--- config.mk ---
export PLATFORM = sky130hd
export DESIGN_NAME = data_cache
export DESIGN_NICKNAME = d
export VERILOG_FILES = /design/src/rtl/mips_cache_pkg.sv /design/src/rtl/cache_line_store.sv /design/src/rtl/data_cache.sv
export SDC_FILE = /design/constraint.sdc
export NUM_CORES = 1
export LEC_CHECK = 0
export CAP_MARGIN = 20
export CORE_MARGIN = 2
export CORE_UTILIZATION = 55
export DETAILED_ROUTE_END_ITERATION = 8
export DONT_BUFFER_PORTS = 1
export GPL_TIMING_DRIVEN = 0
export HOLD_SLACK_MARGIN = 0.02
export PLACE_DENSITY = 0.78
export SLEW_MARGIN = 30
export SYNTH_ARGS = -nofsm -noshare
export SYNTH_HDL_FRONTEND = slang
export SYNTH_SLANG_ARGS = --single-unit
--- constraint.sdc ---
create_clock -name clk -period 6.6 [get_ports clk]
set_input_delay 1.98 -clock clk [delete_from_list [all_inputs] [get_ports clk]]
set_output_delay 1.98 -clock clk [all_outputs]
set_load 0.005 [all_outputs]
--- src/rtl/mips_cache_pkg.sv ---
// Shared types and defaults for the direct-mapped data cache.
// Contents:
//   XLEN_DEFAULT / INDEX_BITS_DEFAULT - default address width and index width
//   TAG_BITS / LINES                  - derived tag width and line count
//   byte_word_t                       - one 32-bit word as four bytes, index 0..3
//   cache_state_e                     - controller states
package mips_cache_pkg;

  localparam int XLEN_DEFAULT       = 32;
  localparam int INDEX_BITS_DEFAULT = 3;
  localparam int TAG_BITS           = XLEN_DEFAULT - INDEX_BITS_DEFAULT - 2;
  localparam int LINES              = 2 ** INDEX_BITS_DEFAULT;

  typedef logic [3:0][7:0] byte_word_t;

  typedef enum logic [1:0] {
    IDLE      = 2'd0,
    WRITEBACK = 2'd1,
    FILL      = 2'd2,
    FLUSH     = 2'd3
  } cache_state_e;

endpackage

--- src/rtl/cache_line_store.sv ---
// Line storage for the data cache: valid, dirty, tag and data per line.
// Ports:
//   clk, rst_b                   - clock; synchronous active-high reset clears valid/dirty
//   rd_index -> rd_valid/rd_dirty/rd_tag/rd_data  - combinational read port
//   wr_index, wr_byte_en, wr_data - per-byte data write
//   wr_fill, wr_tag              - install a line: tag written, valid set, dirty cleared
//   wr_set_dirty, wr_clr_dirty   - dirty bit control for the written line
module cache_line_store
  import mips_cache_pkg::*;
#(
  parameter int INDEX_BITS = INDEX_BITS_DEFAULT,
  parameter int TAG_W      = TAG_BITS
) (
  input  logic                  clk,
  input  logic                  rst_b,
  input  logic [INDEX_BITS-1:0] rd_index,
  output logic                  rd_valid,
  output logic                  rd_dirty,
  output logic [TAG_W-1:0]      rd_tag,
  output byte_word_t            rd_data,
  input  logic [INDEX_BITS-1:0] wr_index,
  input  logic [3:0]            wr_byte_en,
  input  byte_word_t            wr_data,
  input  logic                  wr_fill,
  input  logic [TAG_W-1:0]      wr_tag,
  input  logic                  wr_set_dirty,
  input  logic                  wr_clr_dirty
);

  localparam int NLINES = 2 ** INDEX_BITS;

  logic [NLINES-1:0] valid;
  logic [NLINES-1:0] dirty;
  logic [TAG_W-1:0]  tags [NLINES];
  byte_word_t        data [NLINES];

  assign rd_valid = valid[rd_index];
  assign rd_dirty = dirty[rd_index];
  assign rd_tag   = tags[rd_index];
  assign rd_data  = data[rd_index];

  // Reset wins over every write so an abandoned fill never lands in the array.
  // Tag and data arrays need no reset: they are only observed through valid.
  always_ff @(posedge clk) begin
    if (rst_b) begin
      valid <= '0;
      dirty <= '0;
    end else begin
      for (int b = 0; b < 4; b++) begin
        if (wr_byte_en[b]) data[wr_index][b] <= wr_data[b];
      end
      if (wr_fill) begin
        tags[wr_index]  <= wr_tag;
        valid[wr_index] <= 1'b1;
        dirty[wr_index] <= 1'b0;
      end
      if (wr_set_dirty) dirty[wr_index] <= 1'b1;
      if (wr_clr_dirty) dirty[wr_index] <= 1'b0;
    end
  end

endmodule

--- src/rtl/data_cache.sv ---
// Direct-mapped, write-back, write-allocate data cache with one-word lines.
// Ports:
//   clk, rst_b                 - clock; synchronous active-high reset
//   core_addr/rd_en/wr_en/wdata - core load/store request (store wins if both)
//   core_rdata, core_stall     - load data (valid when !core_stall), stall to core
//   mem_addr/wdata/req/we      - backing memory request
//   mem_rdata, mem_ready       - backing memory fill data and completion pulse
//   flush_req, flush_done      - write back all dirty lines on request
//   fsm_state                  - controller state, for debug/observation
//
// Memory handshake: mem_req is held high with mem_addr/mem_we/mem_wdata stable
// for the whole transaction; the transaction completes at the rising edge where
// mem_ready is high. mem_ready while mem_req is low is ignored.
module data_cache
  import mips_cache_pkg::*;
#(
  parameter int XLEN       = XLEN_DEFAULT,
  parameter int INDEX_BITS = INDEX_BITS_DEFAULT
) (
  input  logic            clk,
  input  logic            rst_b,
  input  logic [XLEN-1:0] core_addr,
  input  logic            core_rd_en,
  input  logic            core_wr_en,
  input  byte_word_t      core_wdata,
  output byte_word_t      core_rdata,
  output logic            core_stall,
  output logic [XLEN-1:0] mem_addr,
  output byte_word_t      mem_wdata,
  input  byte_word_t      mem_rdata,
  output logic            mem_req,
  output logic            mem_we,
  input  logic            mem_ready,
  input  logic            flush_req,
  output logic            flush_done,
  output cache_state_e    fsm_state
);

  localparam int TAG_W  = XLEN - INDEX_BITS - 2;
  localparam int SCAN_W = INDEX_BITS + 1;
  localparam logic [SCAN_W-1:0] SCAN_END = SCAN_W'(2 ** INDEX_BITS);

  cache_state_e state;

  logic [INDEX_BITS-1:0] req_index;
  logic [TAG_W-1:0]      req_tag;
  logic                  req;
  logic                  hit;
  logic                  flush_start;

  logic [INDEX_BITS-1:0] miss_index;
  logic [TAG_W-1:0]      miss_tag;

  // One bit wider than the index so the terminal count is distinct from index 0.
  logic [SCAN_W-1:0]     scan;
  logic [SCAN_W-1:0]     scan_next;
  logic [INDEX_BITS-1:0] scan_index;

  logic [INDEX_BITS-1:0] rd_index;
  logic                  rd_valid;
  logic                  rd_dirty;
  logic [TAG_W-1:0]      rd_tag;
  byte_word_t            rd_data;

  logic [INDEX_BITS-1:0] wr_index;
  logic [3:0]            wr_byte_en;
  byte_word_t            wr_data;
  logic                  wr_fill;
  logic [TAG_W-1:0]      wr_tag;
  logic                  wr_set_dirty;
  logic                  wr_clr_dirty;

  logic unused_byte_offset;

  assign unused_byte_offset = ^core_addr[1:0];

  assign req_index   = core_addr[INDEX_BITS+1:2];
  assign req_tag     = core_addr[XLEN-1:INDEX_BITS+2];
  assign req         = core_rd_en | core_wr_en;
  // hit is only meaningful in IDLE, where the read port is steered to req_index.
  assign hit         = rd_valid && (rd_tag == req_tag);
  assign flush_start = flush_req && !flush_done;
  assign scan_next   = scan + SCAN_W'(1);
  assign scan_index  = scan[INDEX_BITS-1:0];

  assign core_rdata = rd_data;
  assign mem_wdata  = rd_data;
  assign fsm_state  = state;

  cache_line_store #(
    .INDEX_BITS (INDEX_BITS),
    .TAG_W      (TAG_W)
  ) u_store (
    .clk          (clk),
    .rst_b        (rst_b),
    .rd_index     (rd_index),
    .rd_valid     (rd_valid),
    .rd_dirty     (rd_dirty),
    .rd_tag       (rd_tag),
    .rd_data      (rd_data),
    .wr_index     (wr_index),
    .wr_byte_en   (wr_byte_en),
    .wr_data      (wr_data),
    .wr_fill      (wr_fill),
    .wr_tag       (wr_tag),
    .wr_set_dirty (wr_set_dirty),
    .wr_clr_dirty (wr_clr_dirty)
  );

  // Read-port steering, store control and memory request outputs.
  always_comb begin
    rd_index     = req_index;
    core_stall   = 1'b0;
    mem_req      = 1'b0;
    mem_we       = 1'b0;
    mem_addr     = {miss_tag, miss_index, 2'b00};
    wr_index     = req_index;
    wr_byte_en   = 4'h0;
    wr_data      = core_wdata;
    wr_fill      = 1'b0;
    wr_tag       = miss_tag;
    wr_set_dirty = 1'b0;
    wr_clr_dirty = 1'b0;
    case (state)
      IDLE: begin
        if (flush_start) begin
          core_stall = 1'b1;
        end else if (req) begin
          if (!hit) begin
            core_stall = 1'b1;
          end else if (core_wr_en) begin
            wr_byte_en   = 4'hF;
            wr_set_dirty = 1'b1;
          end
        end
      end
      WRITEBACK: begin
        // The victim is untouched until the fill, so its tag is read live.
        rd_index   = miss_index;
        core_stall = 1'b1;
        mem_req    = 1'b1;
        mem_we     = 1'b1;
        mem_addr   = {rd_tag, miss_index, 2'b00};
      end
      FILL: begin
        rd_index   = miss_index;
        core_stall = 1'b1;
        mem_req    = 1'b1;
        wr_index   = miss_index;
        if (mem_ready) begin
          wr_fill    = 1'b1;
          wr_byte_en = 4'hF;
          wr_data    = mem_rdata;
        end
      end
      FLUSH: begin
        rd_index   = scan_index;
        wr_index   = scan_index;
        core_stall = 1'b1;
        if (rd_dirty) begin
          mem_req  = 1'b1;
          mem_we   = 1'b1;
          mem_addr = {rd_tag, scan_index, 2'b00};
          if (mem_ready) wr_clr_dirty = 1'b1;
        end
      end
      default: begin
        core_stall = 1'b1;
      end
    endcase
  end

  always_ff @(posedge clk) begin
    if (rst_b) begin
      state      <= IDLE;
      scan       <= '0;
      flush_done <= 1'b0;
      miss_index <= '0;
      miss_tag   <= '0;
    end else begin
      if (!flush_req) flush_done <= 1'b0;
      case (state)
        IDLE: begin
          if (flush_start) begin
            state <= FLUSH;
            scan  <= '0;
          end else if (req && !hit) begin
            miss_index <= req_index;
            miss_tag   <= req_tag;
            state      <= (rd_valid && rd_dirty) ? WRITEBACK : FILL;
          end
        end
        WRITEBACK: begin
          if (mem_ready) state <= FILL;
        end
        FILL: begin
          if (mem_ready) state <= IDLE;
        end
        FLUSH: begin
          // Clean lines advance immediately; dirty lines wait for their write.
          if (!rd_dirty || mem_ready) begin
            scan <= scan_next;
            if (scan_next == SCAN_END) begin
              state      <= IDLE;
              flush_done <= flush_req;
            end
          end
        end
        default: state <= IDLE;
      endcase
    end
  end

endmodule

==> out/metrics.cfg, run 1 <==
[setup_path]
critical_path.startpoint = core_addr[4]
worstPathMaxFanout = 10
reg2reg_to = u_store.data[6][7]
critPathLaunchType = input port
worst_r2r_path_depth = 21
worstSetupEndpointType = output pin
r2r_slack_ns = 0.41
cp.arrival_ns = 4.69
crit_type = input port to output pin
crit_required_ns = 4.62
critical_path.endpoint = core_stall
r2r-start = fsm_state[0]

[die]
dieHeight_microns = 204
die-area_sq_mm = 0.0415
start_util_pct = 55.4
num_io_pins = 204
die-width_microns = 204
fp-row-count = 73
core_sq_mm = 0.0395

[clocking]
cts_tree = built
clk_latency_ns = 0.60
cts.sinks = 525
clockBufferDepth = 3
cts_buffers = 51
htreeDepth = 2
cts_hold_buf = 0
cts_root_buf = clkbuf_16
clk_pin_slew_worst_paths_ns = 0.06

[timing]
skew_ns = 0.0248
period_share_pct = 101
setup_ws_ns = -0.0727
layout_min_cycle_time_ns = 6.67
report.final.slew_viol_count = 0
tightest_slew_ns = 0.964
setup_viol = 1
fmax_ghz = 0.150
rsz0062_at_grt = true
finalHoldViolCount = 0
relSlewSlack_pct = 35.7

[yosys]
synthArstFlopShare_pct = 0
ys_seq_area_share_pct = 69.5
synth.distinct_cells = 56
syn_area_per_cell_sq_um = 14.8
synthCells = 1483
synth_ff_type = edfxtp_1
syn_area_sq_mm = 0.0219
synth_seq_cells = 525
ys_warn_count = 0
synth-edff-count = 472

[placement]
dp_hpwl_microns = 38700
placed_cells = 2059
dp_slack_ns = -1.52
globalplace.congestion = 0.940
port_buffers = 0

[global_route]
grt_max_degree = 16
grt_usage_pct = 28.6
grt_pass1_vias = 14200
antenna_found_initial = 1
grt.overflow.total = 0
grt_pass1_wl_microns = 87000

[pwr]
power.density_mw_per_mm2 = 423
vdd_ir_drop_max_uv = 325
leakagePower_nw = 8.95

[routing]
wire_per_inst_microns = 27.6
routed_wl_microns = 59800
via_count = 14100
drt_iter0_markers = 1709
ant_nets = 0
drcViolationCount = 0
avgViaCountPerCell = 6.52
dr.pass1.iters = 5

[cells_and_area]
mostFrequentLayoutCells = 472 x edfxtp_1, 312 x nand2_1, 102 x a21oi_1
drive_gt1_share_pct = 22.7
final_util_pct = 64.1
instances_no_fill = 2162
layout_commonest_cell = edfxtp_1
layout.nets = 1704
syn_to_final_growth_pct = 15.7

[job]
cap_violations = 0

[outcome]
status = finished with violations
violations = setup timing

[worst_hold_path]
hold_path.class = register to register

-- synth_stat cells (12+ instances only) --
cell / instances / area share, %
a22o_1: 29 / 1.2
edfxtp_1: 472 / 65
clkbuf_1: 36 / 0.62
nand2_1: 312 / 5.3
mux2i_1: 42 / 1.9
buf_4: 43 / 1.5
a21oi_1: 103 / 2.4
mux4_2: 66 / 6.8
and3_1: 25 / 0.71
nand3_1: 19 / 0.43
a221o_1: 36 / 1.6
buf_1: 21 / 0.36
nor3_1: 16 / 0.37
a32o_1: 12 / 0.55
mux2_2: 32 / 1.6
buf_2: 19 / 0.43
dfxtp_1: 53 / 4.8
nor2_1: 29 / 0.50
a211oi_1: 12 / 0.41
-- routing by layer --
metal,vias up,GRT usage [%],routed length (microns)
li1,5911,-,-
met1,7029,35.7,20900
met2,967,46.8,29100
met3,184,7.86,7280
met4,0,12.7,2530
met5,-,0,0
-- worst max-delay path, stage by stage --
cell      delay, ns
nand2b_2       0.15
and2_1         0.16
buf_6          0.16
buf_6          0.19
buf_6          0.18
a21oi_1        0.09
a221o_1        0.37
and3_1         0.25
nor4_1         0.31
nand4_1        0.26
nor4_4         0.33
o211ai_1       0.24
-- worst min-delay path by stage --
stage | cells past startpoint | endpoint | from | slack, ns
detailed placement | 1 | u_store.valid[7] | u_store.valid[7] | 0.43
CTS | 1 | u_store.valid[7] | u_store.valid[7] | 0.44
global route | 1 | u_store.valid[7] | u_store.valid[7] | 0.46
floorplan | 1 | u_store.valid[6] | u_store.valid[6] | 0.42
finish | 1 | u_store.valid[7] | u_store.valid[7] | 0.44
global placement | 1 | u_store.valid[7] | u_store.valid[7] | 0.43
-- layout make-up --
class	instances	area, sq um
diodes	1	2.50
plain buffers	119	820
clock buffers	70	1410
clock inverters	23	263
fillers	2616	14200
inverters	8	32.5
multi-input cells	831	6260
flip-flops and latches	525	15200
well taps	525	657
repair buffers	60	679
-- stage by stage --
step / hold WS [ns] / TNS, ns / power [mW] / cell area (sq um)
after floorplan: 0.418 / -136.15 / 6.41 / 21900
after global placement: 0.426 / -1008.40 / 7.37 / 22600
after detailed placement: 0.430 / -139.31 / 7.49 / 23300
after CTS: 0.444 / 0 / 10.5 / 25200
after global routing: 0.459 / -0.132 / 11.1 / 25400
final: 0.444 / -0.0727 / 10.7 / 25400
-- kinds of logic (layout without fill, tap and decap cells) --
logic type / Yosys count / count (layout) / synth area share (%)
DFF: 525 / 525 / 69.5
and+or+nand+nor: 434 / 434 / 8.51
AOI/OAI and AO/OA: 244 / 244 / 8.01
muxes: 140 / 140 / 10.3
buffers and inverters: 128 / 280 / 3.07
adders and majority gates: 6 / 6 / 0.342
xor gates and xnor gates: 5 / 5 / 0.200
other: 1 / 3 / 0.0171
-- power breakdown --
part	switching [mW]	internal (mW)	leakage [nW]
registers	0.0936	3.84	4.73
logic	2.39	1.48	3.41
clock network	1.23	1.69	0.817
total	3.71	7.01	8.95
-- timing repair --
item                                   4_1_cts  5_1_grt
endpoints found under the hold margin        0        0
setup buffers                                5        3
resized for setup                          104       28
cloned                                       0        1
setup endpoints to repair                  103       44
pin swaps                                    5        6
-- state kept, by name (all words and copies together), names as in the netlist, named ones only --
register / cells
u_store.valid: 8
fsm_state: 2
miss_tag: 27
scan: 4
u_store.dirty: 1
u_store.tags: 216
u_store.data: 256
flush_done: 1
miss_index: 3
Power figures use the tool's default switching activity.
==> run 2: changes to the inputs <==
- GPL_TIMING_DRIVEN: 0 -> not set
- PLACE_DENSITY: 0.78 -> 0.75
- clock period: 6.6 -> 7 ns (I/O delays scaled with it)
==> run 2 against run 1 <==
  * Clock power shrank 13%
  * Sequential share of layout area grew 2.9 points
  * Largest power group unchanged
  * Hold slack gained 0.0079 ns
  * Via count shrank 9.1%
  * Critical path depth shrank 2
  * Wire length shrank 15%
  * The flow now finishes without violations
  * Register-to-register slack gained 1.1 ns
==> out/metrics.cfg, run 2 (synthesized netlist as in run 1, its figures left out) <==
[setup_path]
cp_cell_sequence = nand2b_1, and2_4, buf_12, a21oi_1, a221oi_1, or3b_2, nand4b_1, or4_1, nor4_4, o211ai_1
crit_required_ns = 4.90  ; +0.28 ns
r2r-start = fsm_state[1]
r2r_slack_ns = 1.48  ; +1.07 ns
worst_r2r_path_depth = 16  ; -24%
critPathBufInv = 1  ; -2
crit_type = input port to output pin
worstPathMaxFanout = 38  ; +28
crit_path_top_delay_cell = or4_1
reg2reg_to = u_store.data[1][19]
cp.arrival_ns = 4.75  ; +0.06 ns
critPathLaunchType = input port
worstSetupEndpointType = output pin
cp_slowest_stage_delay_ns = 0.53  ; +0.16 ns
critical-path-top-delay-family = simple AND/OR/NAND/NOR gates

[routing]
routed_wl_microns = 50600  ; -15%
avgViaCountPerCell = 6.29  ; -3.5%
wire_per_inst_microns = 24.8  ; -10%
dr.pass1.iters = 6  ; +1
drcViolationCount = 0  ; unchanged
drt_iter0_markers = 1179  ; -31%
via_count = 12800  ; -9.1%
ant_nets = 0  ; unchanged

[timing]
skew_ns = 0.0180  ; -0.00684 ns
tightest_slew_ns = 0.949  ; -0.0152 ns
period_share_pct = 97.9
relSlewSlack_pct = 36.8  ; +1.0 points
setup_viol = 0  ; -1
layout_min_cycle_time_ns = 6.85
fmax_ghz = 0.146
setup_ws_ns = 0.145  ; +0.218 ns
finalHoldViolCount = 0  ; unchanged
report.final.slew_viol_count = 0  ; unchanged

[die]
fp-row-count = 73  ; unchanged
die-width_microns = 204  ; unchanged
core_sq_mm = 0.0395  ; unchanged
dieHeight_microns = 204  ; unchanged
num_io_pins = 204  ; unchanged
die-area_sq_mm = 0.0415  ; unchanged
start_util_pct = 55.4  ; unchanged

[cells_and_area]
layout.nets = 1579  ; -7.3%
largest_reg_flops = 256  ; unchanged
syn_to_final_growth_pct = 10.4
drive_gt1_share_pct = 16.3  ; -6.4 points
mostFrequentLayoutCells = 472 x edfxtp_1, 312 x nand2_1, 102 x a21oi_1
top_regs = u_store.data: 256 flops, u_store.tags: 216 flops, miss_tag: 27 flops
diodes = 0  ; -1
stdcell_area_sq_mm = 0.0242  ; -4.6%
regMostFlops = u_store.data
layout_commonest_cell = edfxtp_1

[placement]
globalplace.congestion = 0.835  ; -11%
dpl-instance-area_sq_mm = 0.0226  ; -2.8%
port_buffers = 0  ; unchanged
dp_slack_ns = 0.0544  ; +1.57 ns
dp_hpwl_microns = 28500  ; -26%

[worst_hold_path]
hold_path.class = register to register
hp-start = u_store.valid[6]
hold_depth = 1  ; unchanged
hold_end = u_store.valid[6]

[pwr]
leakagePower_nw = 8.27  ; -7.6%
vdd_ir_drop_max_uv = 260  ; -20%
power.density_mw_per_mm2 = 382  ; -9.7%

[clocking]
clk_pin_slew_worst_paths_ns = 0.06  ; about the same
clk_latency_ns = 0.59  ; about the same
cts.sinks = 525  ; unchanged
htreeDepth = 2  ; unchanged
cts_buffers = 51  ; unchanged
cts_tree = built
clockBufferDepth = 3  ; unchanged
cts_root_buf = clkbuf_16
cts_hold_buf = 0  ; unchanged

[outcome]
status = finished, final reports clean

[job]
cap_violations = 0  ; unchanged

[global_route]
antenna_found_initial = 0  ; -1
grt_pass1_vias = 12500  ; -12%
grt_usage_pct = 24.3  ; -4.3 points
grt_pass1_wl_microns = 75400  ; -13%
grt_max_degree = 82  ; +66
grt.overflow.total = 0  ; unchanged

==> run 2: cell types whose count changed in the layout (fill, tap and decap cells not counted), sizes merged <==
cell and delta:
clkinv +3, inv -1, o21a +1, bufinv -4, clkbuf -32, diode -1, buf -91
==> run 2: area by class of cell <==
type | instances | area [sq um]
Clock inverter | 21 | 138
Inverter | 8 | 30.0
Fill cell | 2841 | 15400
Sequential cell | 525 | 15200
Clock buffer | 73 | 1400
Multi-Input combinational cell | 832 | 6150
Timing Repair Buffer | 53 | 581
Tap cell | 525 | 657
==> run 2: metrics by stage <==
| stage | hold WS, ns | util [%] | instances | power, mW | setup TNS (ns) |
|---|---|---|---|---|---|
| global route | 0.472 | 61.2 | 2037 | 9.67 | -0.0140 |
| global placement | 0.426 | 57.0 | 1939 | 6.65 | 0 |
| floorplan | 0.418 | - | 1484 | 6.04 | -64.47 |
| detailed placement | 0.436 | 57.2 | 1941 | 6.72 | 0 |
| finish | 0.452 | 61.2 | 2037 | 9.24 | 0 |
| CTS | 0.450 | 61.1 | 2035 | 9.25 | 0 |
==> run 2: power by group <==
| group | internal [mW] | switching, mW | total, mW |
|---|---|---|---|
| Clock | 1.43 | 1.11 | 2.54 |
| Combinational | 1.08 | 1.90 | 2.99 |
| Sequential | 3.63 | 0.0870 | 3.71 |
==> run 2: worst register-to-register path: stages (launching register included) <==
cell	delay, ns
dfxtp_1	0.40
inv_1	0.14
ha_1	0.61
a221o_2	0.43
and2_4	0.28
buf_12	0.21
a21oi_1	0.11
a221oi_1	0.42
or3b_2	0.20
nand4b_1	0.19
or4_1	0.53
nor4_4	0.31
buf_4	0.19
a32oi_1	0.21
buf_2	0.24
nor3_2	0.16
buf_4	0.50
==> run 2: routing by layer <==
| layer | vias up | GRT usage, % | part of all wire (%) |
|---|---|---|---|
| met4 | 0 | 7.90 | 2.6 |
| met1 | 6472 | 32.2 | 39 |
| li1 | 5662 | - | - |
| met3 | 92 | 6.10 | 9.4 |
| met5 | - | 0 | 0 |
| met2 | 581 | 39.7 | 49 |
==> run 2: what timing repair did <==
| item | 4_1_cts | 5_1_grt |
|---|---|---|
| resized for setup | 0 | 4 |
| buffers inserted | 0 | 0 |
| setup endpoints to repair | 0 | 1 |
==> run 2: worst max path at each step <==
stage / end / slack [ns] / start / cells after the start
2_1_floorplan: u_store.data[3][0] / -0.26 / core_addr[4] / 12
3_3_place_gp: core_stall / 0.09 / core_addr[2] / 9
3_5_place_dp: core_stall / 0.05 / core_addr[2] / 9
4_1_cts: core_stall / 0.05 / core_addr[2] / 9
5_1_grt: core_stall / -0.01 / fsm_state[0] / 12
6_report: core_stall / 0.15 / core_addr[4] / 10
